==> config.mk <==
export PLATFORM = sky130hd
export DESIGN_NAME = snr_calib_sequencer
export DESIGN_NICKNAME = d
export VERILOG_FILES = /design/src/rtl/snr_pkg.sv /design/src/rtl/snr_seq_counter.sv /design/src/rtl/snr_calib_sequencer.sv
export SDC_FILE = /design/constraint.sdc
export NUM_CORES = 1
export LEC_CHECK = 0
export CAP_MARGIN = 20
export CORE_AREA = 10 10 80 82
export DETAILED_ROUTE_END_ITERATION = 8
export DIE_AREA = 0 0 90 92
export SLEW_MARGIN = 10
export SYNTH_ARGS = -nofsm -noshare
export SYNTH_HDL_FRONTEND = slang
export SYNTH_SLANG_ARGS = --single-unit
==> constraint.sdc <==
create_clock -name clk -period 5.16 [get_ports clk]
set_clock_uncertainty 0.05 [all_clocks]
set_input_delay 0.774 -clock clk [delete_from_list [all_inputs] [get_ports clk]]
set_output_delay 0.774 -clock clk [all_outputs]
set_load 0.02 [all_outputs]
==> src/rtl/snr_pkg.sv <==
// Shared types and defaults for the SNR calibration sequencer.
package snr_pkg;

    typedef enum logic [1:0] {
        IDLE    = 2'd0,
        SETTLE  = 2'd1,
        CALIB   = 2'd2,
        MEASURE = 2'd3
    } snr_seq_state_t;

    localparam int SNR_WIDTH_DEFAULT = 8;

endpackage

==> src/rtl/snr_seq_counter.sv <==
// Accepted-sample counter shared by all sequencer states; stops at the terminal value.
module snr_seq_counter #(
    parameter int CNT_WIDTH = 20
) (
    input  logic                 clk,
    input  logic                 reset,
    input  logic                 clear_i,
    input  logic                 en_i,
    input  logic [CNT_WIDTH-1:0] limit_i,
    output logic                 terminal_o
);

    logic [CNT_WIDTH-1:0] count_q;
    logic [CNT_WIDTH-1:0] count_d;

    assign terminal_o = (count_q == limit_i);

    // Next count: clear wins, otherwise advance on enable until the terminal value.
    always_comb begin
        count_d = count_q;
        if (clear_i) begin
            count_d = {CNT_WIDTH{1'b0}};
        end else if (en_i && !terminal_o) begin
            count_d = count_q + {{(CNT_WIDTH-1){1'b0}}, 1'b1};
        end else begin
            count_d = count_q;
        end
    end

    // Count register.
    always_ff @(posedge clk) begin
        if (reset) begin
            count_q <= {CNT_WIDTH{1'b0}};
        end else begin
            count_q <= count_d;
        end
    end

endmodule

==> src/rtl/snr_calib_sequencer.sv <==
// Calibration sequencer for the streaming SNR estimator: SETTLE -> CALIB -> MEASURE with
// periodic recalibration and a hysteretic snr_good flag. Observes the audio handshake only.
module snr_calib_sequencer
    import snr_pkg::*;
#(
    parameter int SNR_WIDTH      = SNR_WIDTH_DEFAULT,
    parameter int CNT_WIDTH      = 20,
    parameter int SETTLE_SAMPLES = 256,
    parameter int CAL_SAMPLES    = 16384,
    parameter int BLANK_SAMPLES  = 4,
    parameter int RECAL_SAMPLES  = 480000,
    parameter int SNR_HI         = 20,
    parameter int SNR_LO         = 15
) (
    input  logic                 clk,
    input  logic                 reset,
    input  logic                 start,
    input  logic                 abort,
    input  logic                 audio_valid,
    input  logic                 audio_ready,
    input  logic [SNR_WIDTH-1:0] snr_db,
    input  logic                 snr_valid,
    output logic                 quiet_period,
    output logic                 calib_done,
    output logic                 cal_pulse,
    output logic                 snr_good,
    output logic                 busy,
    output logic [1:0]           state_o
);

    localparam logic [1:0] ST_IDLE    = IDLE;
    localparam logic [1:0] ST_SETTLE  = SETTLE;
    localparam logic [1:0] ST_CALIB   = CALIB;
    localparam logic [1:0] ST_MEASURE = MEASURE;

    localparam int BLK_W = $clog2(BLANK_SAMPLES + 2);

    localparam logic [CNT_WIDTH-1:0] SETTLE_LAST = CNT_WIDTH'(SETTLE_SAMPLES - 1);
    localparam logic [CNT_WIDTH-1:0] CAL_LAST    = CNT_WIDTH'(CAL_SAMPLES - 1);
    // With recal disabled the counter parks at all-ones and never triggers a transition.
    localparam logic [CNT_WIDTH-1:0] RECAL_LAST  = (RECAL_SAMPLES == 0) ? {CNT_WIDTH{1'b1}}
                                                                        : CNT_WIDTH'(RECAL_SAMPLES - 1);
    localparam logic                 RECAL_EN    = (RECAL_SAMPLES != 0);
    localparam logic [BLK_W-1:0]     BLANK_LAST  = BLK_W'(BLANK_SAMPLES);
    localparam logic [SNR_WIDTH-1:0] HI_TH       = SNR_WIDTH'(SNR_HI);
    localparam logic [SNR_WIDTH-1:0] LO_TH       = SNR_WIDTH'(SNR_LO);

    logic [1:0]           state_q;
    logic [1:0]           state_d;
    logic [BLK_W-1:0]     blank_q;
    logic [BLK_W-1:0]     blank_d;
    logic                 quiet_q;
    logic                 calib_done_q;
    logic                 cal_pulse_q;
    logic                 snr_good_q;
    logic                 snr_good_d;
    logic                 busy_q;
    logic                 fire_s;
    logic                 terminal_s;
    logic                 cnt_clear_s;
    logic                 cal_end_s;
    logic                 blank_done_s;
    logic [CNT_WIDTH-1:0] limit_s;

    assign fire_s       = audio_valid & audio_ready;
    assign cnt_clear_s  = (state_d != state_q);
    assign cal_end_s    = (state_q == ST_CALIB) && (state_d == ST_MEASURE);
    assign blank_done_s = (blank_q == BLANK_LAST);

    // Terminal value for the shared counter in the current state.
    always_comb begin
        limit_s = {CNT_WIDTH{1'b0}};
        case (state_q)
            ST_SETTLE:  limit_s = SETTLE_LAST;
            ST_CALIB:   limit_s = CAL_LAST;
            ST_MEASURE: limit_s = RECAL_LAST;
            default:    limit_s = {CNT_WIDTH{1'b0}};
        endcase
    end

    snr_seq_counter #(
        .CNT_WIDTH (CNT_WIDTH)
    ) u_counter (
        .clk        (clk),
        .reset      (reset),
        .clear_i    (cnt_clear_s),
        .en_i       (fire_s),
        .limit_i    (limit_s),
        .terminal_o (terminal_s)
    );

    // Sequencer next state; abort overrides start and count events.
    always_comb begin
        state_d = state_q;
        if (abort) begin
            state_d = ST_IDLE;
        end else begin
            case (state_q)
                ST_IDLE: begin
                    if (start) state_d = ST_SETTLE;
                    else       state_d = ST_IDLE;
                end
                ST_SETTLE: begin
                    if (fire_s && terminal_s) state_d = ST_CALIB;
                    else                      state_d = ST_SETTLE;
                end
                ST_CALIB: begin
                    if (fire_s && terminal_s) state_d = ST_MEASURE;
                    else                      state_d = ST_CALIB;
                end
                ST_MEASURE: begin
                    if (RECAL_EN && fire_s && terminal_s) state_d = ST_SETTLE;
                    else                                  state_d = ST_MEASURE;
                end
                default: state_d = ST_IDLE;
            endcase
        end
    end

    // Blanking counter covers the estimator pipeline latency after MEASURE entry.
    always_comb begin
        blank_d = blank_q;
        if ((state_q == ST_MEASURE) && (state_d == ST_MEASURE)) begin
            if (fire_s && !blank_done_s) blank_d = blank_q + {{(BLK_W-1){1'b0}}, 1'b1};
            else                         blank_d = blank_q;
        end else begin
            blank_d = {BLK_W{1'b0}};
        end
    end

    // Hysteresis: set at or above HI, clear at or below LO, hold in between.
    always_comb begin
        snr_good_d = snr_good_q;
        if ((state_q != ST_MEASURE) || (state_d != ST_MEASURE)) begin
            snr_good_d = 1'b0;
        end else if (blank_done_s && snr_valid) begin
            if (snr_db >= HI_TH)      snr_good_d = 1'b1;
            else if (snr_db <= LO_TH) snr_good_d = 1'b0;
            else                      snr_good_d = snr_good_q;
        end else begin
            snr_good_d = snr_good_q;
        end
    end

    // State and registered outputs, all derived from the next state.
    always_ff @(posedge clk) begin
        if (reset) begin
            state_q      <= ST_IDLE;
            blank_q      <= {BLK_W{1'b0}};
            quiet_q      <= 1'b0;
            calib_done_q <= 1'b0;
            cal_pulse_q  <= 1'b0;
            snr_good_q   <= 1'b0;
            busy_q       <= 1'b0;
        end else begin
            state_q      <= state_d;
            blank_q      <= blank_d;
            quiet_q      <= (state_d == ST_CALIB);
            calib_done_q <= calib_done_q | cal_end_s;
            cal_pulse_q  <= cal_end_s;
            snr_good_q   <= snr_good_d;
            busy_q       <= (state_d != ST_IDLE);
        end
    end

    assign quiet_period = quiet_q;
    assign calib_done   = calib_done_q;
    assign cal_pulse    = cal_pulse_q;
    assign snr_good     = snr_good_q;
    assign busy         = busy_q;
    assign state_o      = state_q;

endmodule

==> flow_summary.toml <==
[drt]
drtIter0Drc = 142
vias = 1496
drtPass1Iterations = 4
ant_nets = 0
wl_mm = 3.79
wl_per_cell_microns = 13.3
drcViolationCount = 0
vias_per_cell = 5.25

[grt]
antenna_found_initial = 0
grt_util_all_layers_pct = 9.23
grt_pass1_vias = 1372
grt-ovfl-total = 0
grt_max_degree = 21
grt_pass1_wl_mm = 6.44

[yosys]
avgSynthCellArea_sq_um = 8.24
synth_area_sq_um = 1620
synth_flop_cell = "dfxtp_1"
yosysTopAreaCellShare_pct = 37.0
synth_edf_count = 0
syn_inst = 197
ys_seq_area_share_pct = 37.0
async_flop_share_pct = 0
synth_area_leaders = "dfxtp_1 (37%), a21oi_1 (4.9%), xor2_1 (4.3%)"
syn_nets = 215
ys_ff_latch = 30
yosys.area.top_type = "dfxtp_1"
ys_types = 46
yosys_warnings = 0

[clocking]
clock-sinks = 30
ctsResizeCount = 0
cts_tree = "built"
root_buffer = "clkbuf_8"
cts.clk_slew.worst_paths_ns = 0.06
clk_latency_ns = 0.28
h-tree-depth = 2
numCtsBuffers = 5
post_cts_buffers = 0
hold_buffers = 0
clock_tree.buffer_depth = 2

[die]
die_area_sq_um = 8280
die_w_microns = 90
pin_count = 22
core_sq_um = 4910
start_util_pct = 33.0
row_count = 26
die_h_microns = 92

[worst_setup_path]
worstSetupStartpointType = "flip-flop"
crit_path_end_kind = "flip-flop"
crit_type = "reg -> reg"
r2r_slack_ns = 2.28
r2r_end = "u_counter.count_q[1]"
cp_data_required_time_ns = 5.28
cp_max_fo = 14
crit_arrival_ns = 3.00
rr_worst_depth = 6
reg2reg_from = "state_o[1]"

[sta]
timing.final.crit_period_ns = 2.88
final.setup.tns_ns = 0
hold_viol = 0
finalSetupViolCount = 0
rsz0062_at_grt = "no"
slew_headroom_pct = 42.2
slew_violations = 0
timing.fmax_mhz = 348
tightest_slew_ns = 0.862
fin_crit_sh_pct = 55.7

[power]
cellPowerDensity_nw_per_um2 = 284
leakage_nw = 0.641
peakVddDrop_mv = 0.156

[placement]
dp_hpwl_mm = 2.67
io_buffers = 19
dp.cells = 277
globalplace.congestion = 0.785

[outcome]
run_status = "finished, final reports clean"

[hold_path]
hold_class = "reg -> reg"
min-delay-start = "calib_done"
min_to = "calib_done"
whs_path_depth = 2

[layout]
final_net_count = 232
final_cells = 285
antenna_cells = 0
layout-drive-gt1-share_pct = 8.37
layout-area-overhead-vs-synth_pct = 23.1

[run]
maxCapViolCount = 0
==> critical path: stages (launching register included) <==
cell and delay, ns:
dfxtp_1 0.58, nor2_1 0.20, or4_1 0.57, a21o_1 0.32
o21ai_1 0.72, mux2i_1 0.26, nor2_1 0.06
==> flip-flops by register name, indices dropped and copies added, names as in the netlist <==
register	cells
quiet_period	1
cal_pulse	1
calib_done	1
u_counter.count_q	20
snr_good	1
busy	1
state_o	2
blank_q	3
==> power breakdown <==
part / total, mW / internal, mW / switching [mW]
Sequential: 0.234 / 0.233 / 0.00179
Clock: 0.297 / 0.206 / 0.0915
Combinational: 0.0359 / 0.0153 / 0.0206
==> worst max-delay path by stage <==
stage / startpoint / endpoint / slack [ns]
after global routing: state_o[1] / u_counter.count_q[1] / 2.05
after CTS: state_o[1] / u_counter.count_q[1] / 2.24
final: state_o[1] / u_counter.count_q[1] / 2.28
after detailed placement: audio_valid / u_counter.count_q[13] / 2.08
after floorplan: state_o[0] / u_counter.count_q[12] / 2.79
after global placement: audio_valid / u_counter.count_q[12] / 2.13
==> per-stage QoR <==
stage          power (mW)  hold slack [ns]  util [%]  worst slack (ns)  area, sq um
2_1_floorplan       0.260            0.401         -              2.79         1620
4_1_cts             0.574            0.417      40.7              2.24         2000
6_report            0.568            0.412      40.7              2.28         2000
3_3_place_gp        0.276            0.394      37.8              2.13         1860
5_1_grt             0.585            0.425      40.7              2.05         2000
3_5_place_dp        0.276            0.403      37.8              2.08         1860
==> cells in the mapped netlist, types with 2 or more instances <==
master	instances
and4b_1	2
o21ai_0	9
xnor2_1	2
nand3_1	12
and2_1	2
xor2_1	8
buf_2	3
o2111ai_1	2
nand2_1	11
nand4_1	3
a21oi_1	16
a21o_1	2
or4_1	9
ha_1	3
o31ai_1	8
nor2_1	17
or3_2	2
nor3_1	8
buf_4	2
o211ai_1	6
inv_1	8
clkbuf_1	5
dfxtp_1	30
or3_1	3
nor4_1	3
==> final cells by class <==
type / count / area, sq um
Fill cell: 492 / 2910
Multi-Input combinational cell: 148 / 932
Sequential cell: 30 / 601
Timing Repair Buffer: 21 / 205
Tap cell: 70 / 87.6
Clock buffer: 6 / 82.6
Clock inverter: 2 / 60.1
Inverter: 8 / 30.0
==> cells in the final DEF (no fill, tap or decap), drive strengths merged, types with 2 or more instances in the layout <==
cell type and instances:
a21o 2, a21oi 16, and2 2, and4b 2, buf 2, bufinv 2, clkbuf 6, clkdlybuf4s50 19
dfxtp 30, ha 3, inv 8, nand2 11, nand3 12, nand4 4, nor2 18, nor3 9
nor4 3, o2111ai 2, o211ai 6, o21ai 10, o31ai 8, or2 2, or3 5, or4 11
xnor2 2, xor2 8
==> cell families after synthesis <==
logic type | share of synthesized area, %
mux | 0.617
fa+ha+maj | 2.31
flops | 37.0
buf+inv | 5.55
compound gates | 20.6
simple gates | 28.5
xor+xnor | 5.40
==> per-layer routing <==
layer / track usage [%] / vias to the layer above / wire [microns]
met1: 11.6 / 679 / 1920
met4: 3.71 / 0 / 44
met5: 0 / - / 0
li1: - / 775 / -
met3: 2.77 / 7 / 149
met2: 14.4 / 35 / 1680
Note: power is estimated with default switching activity, not from simulation.
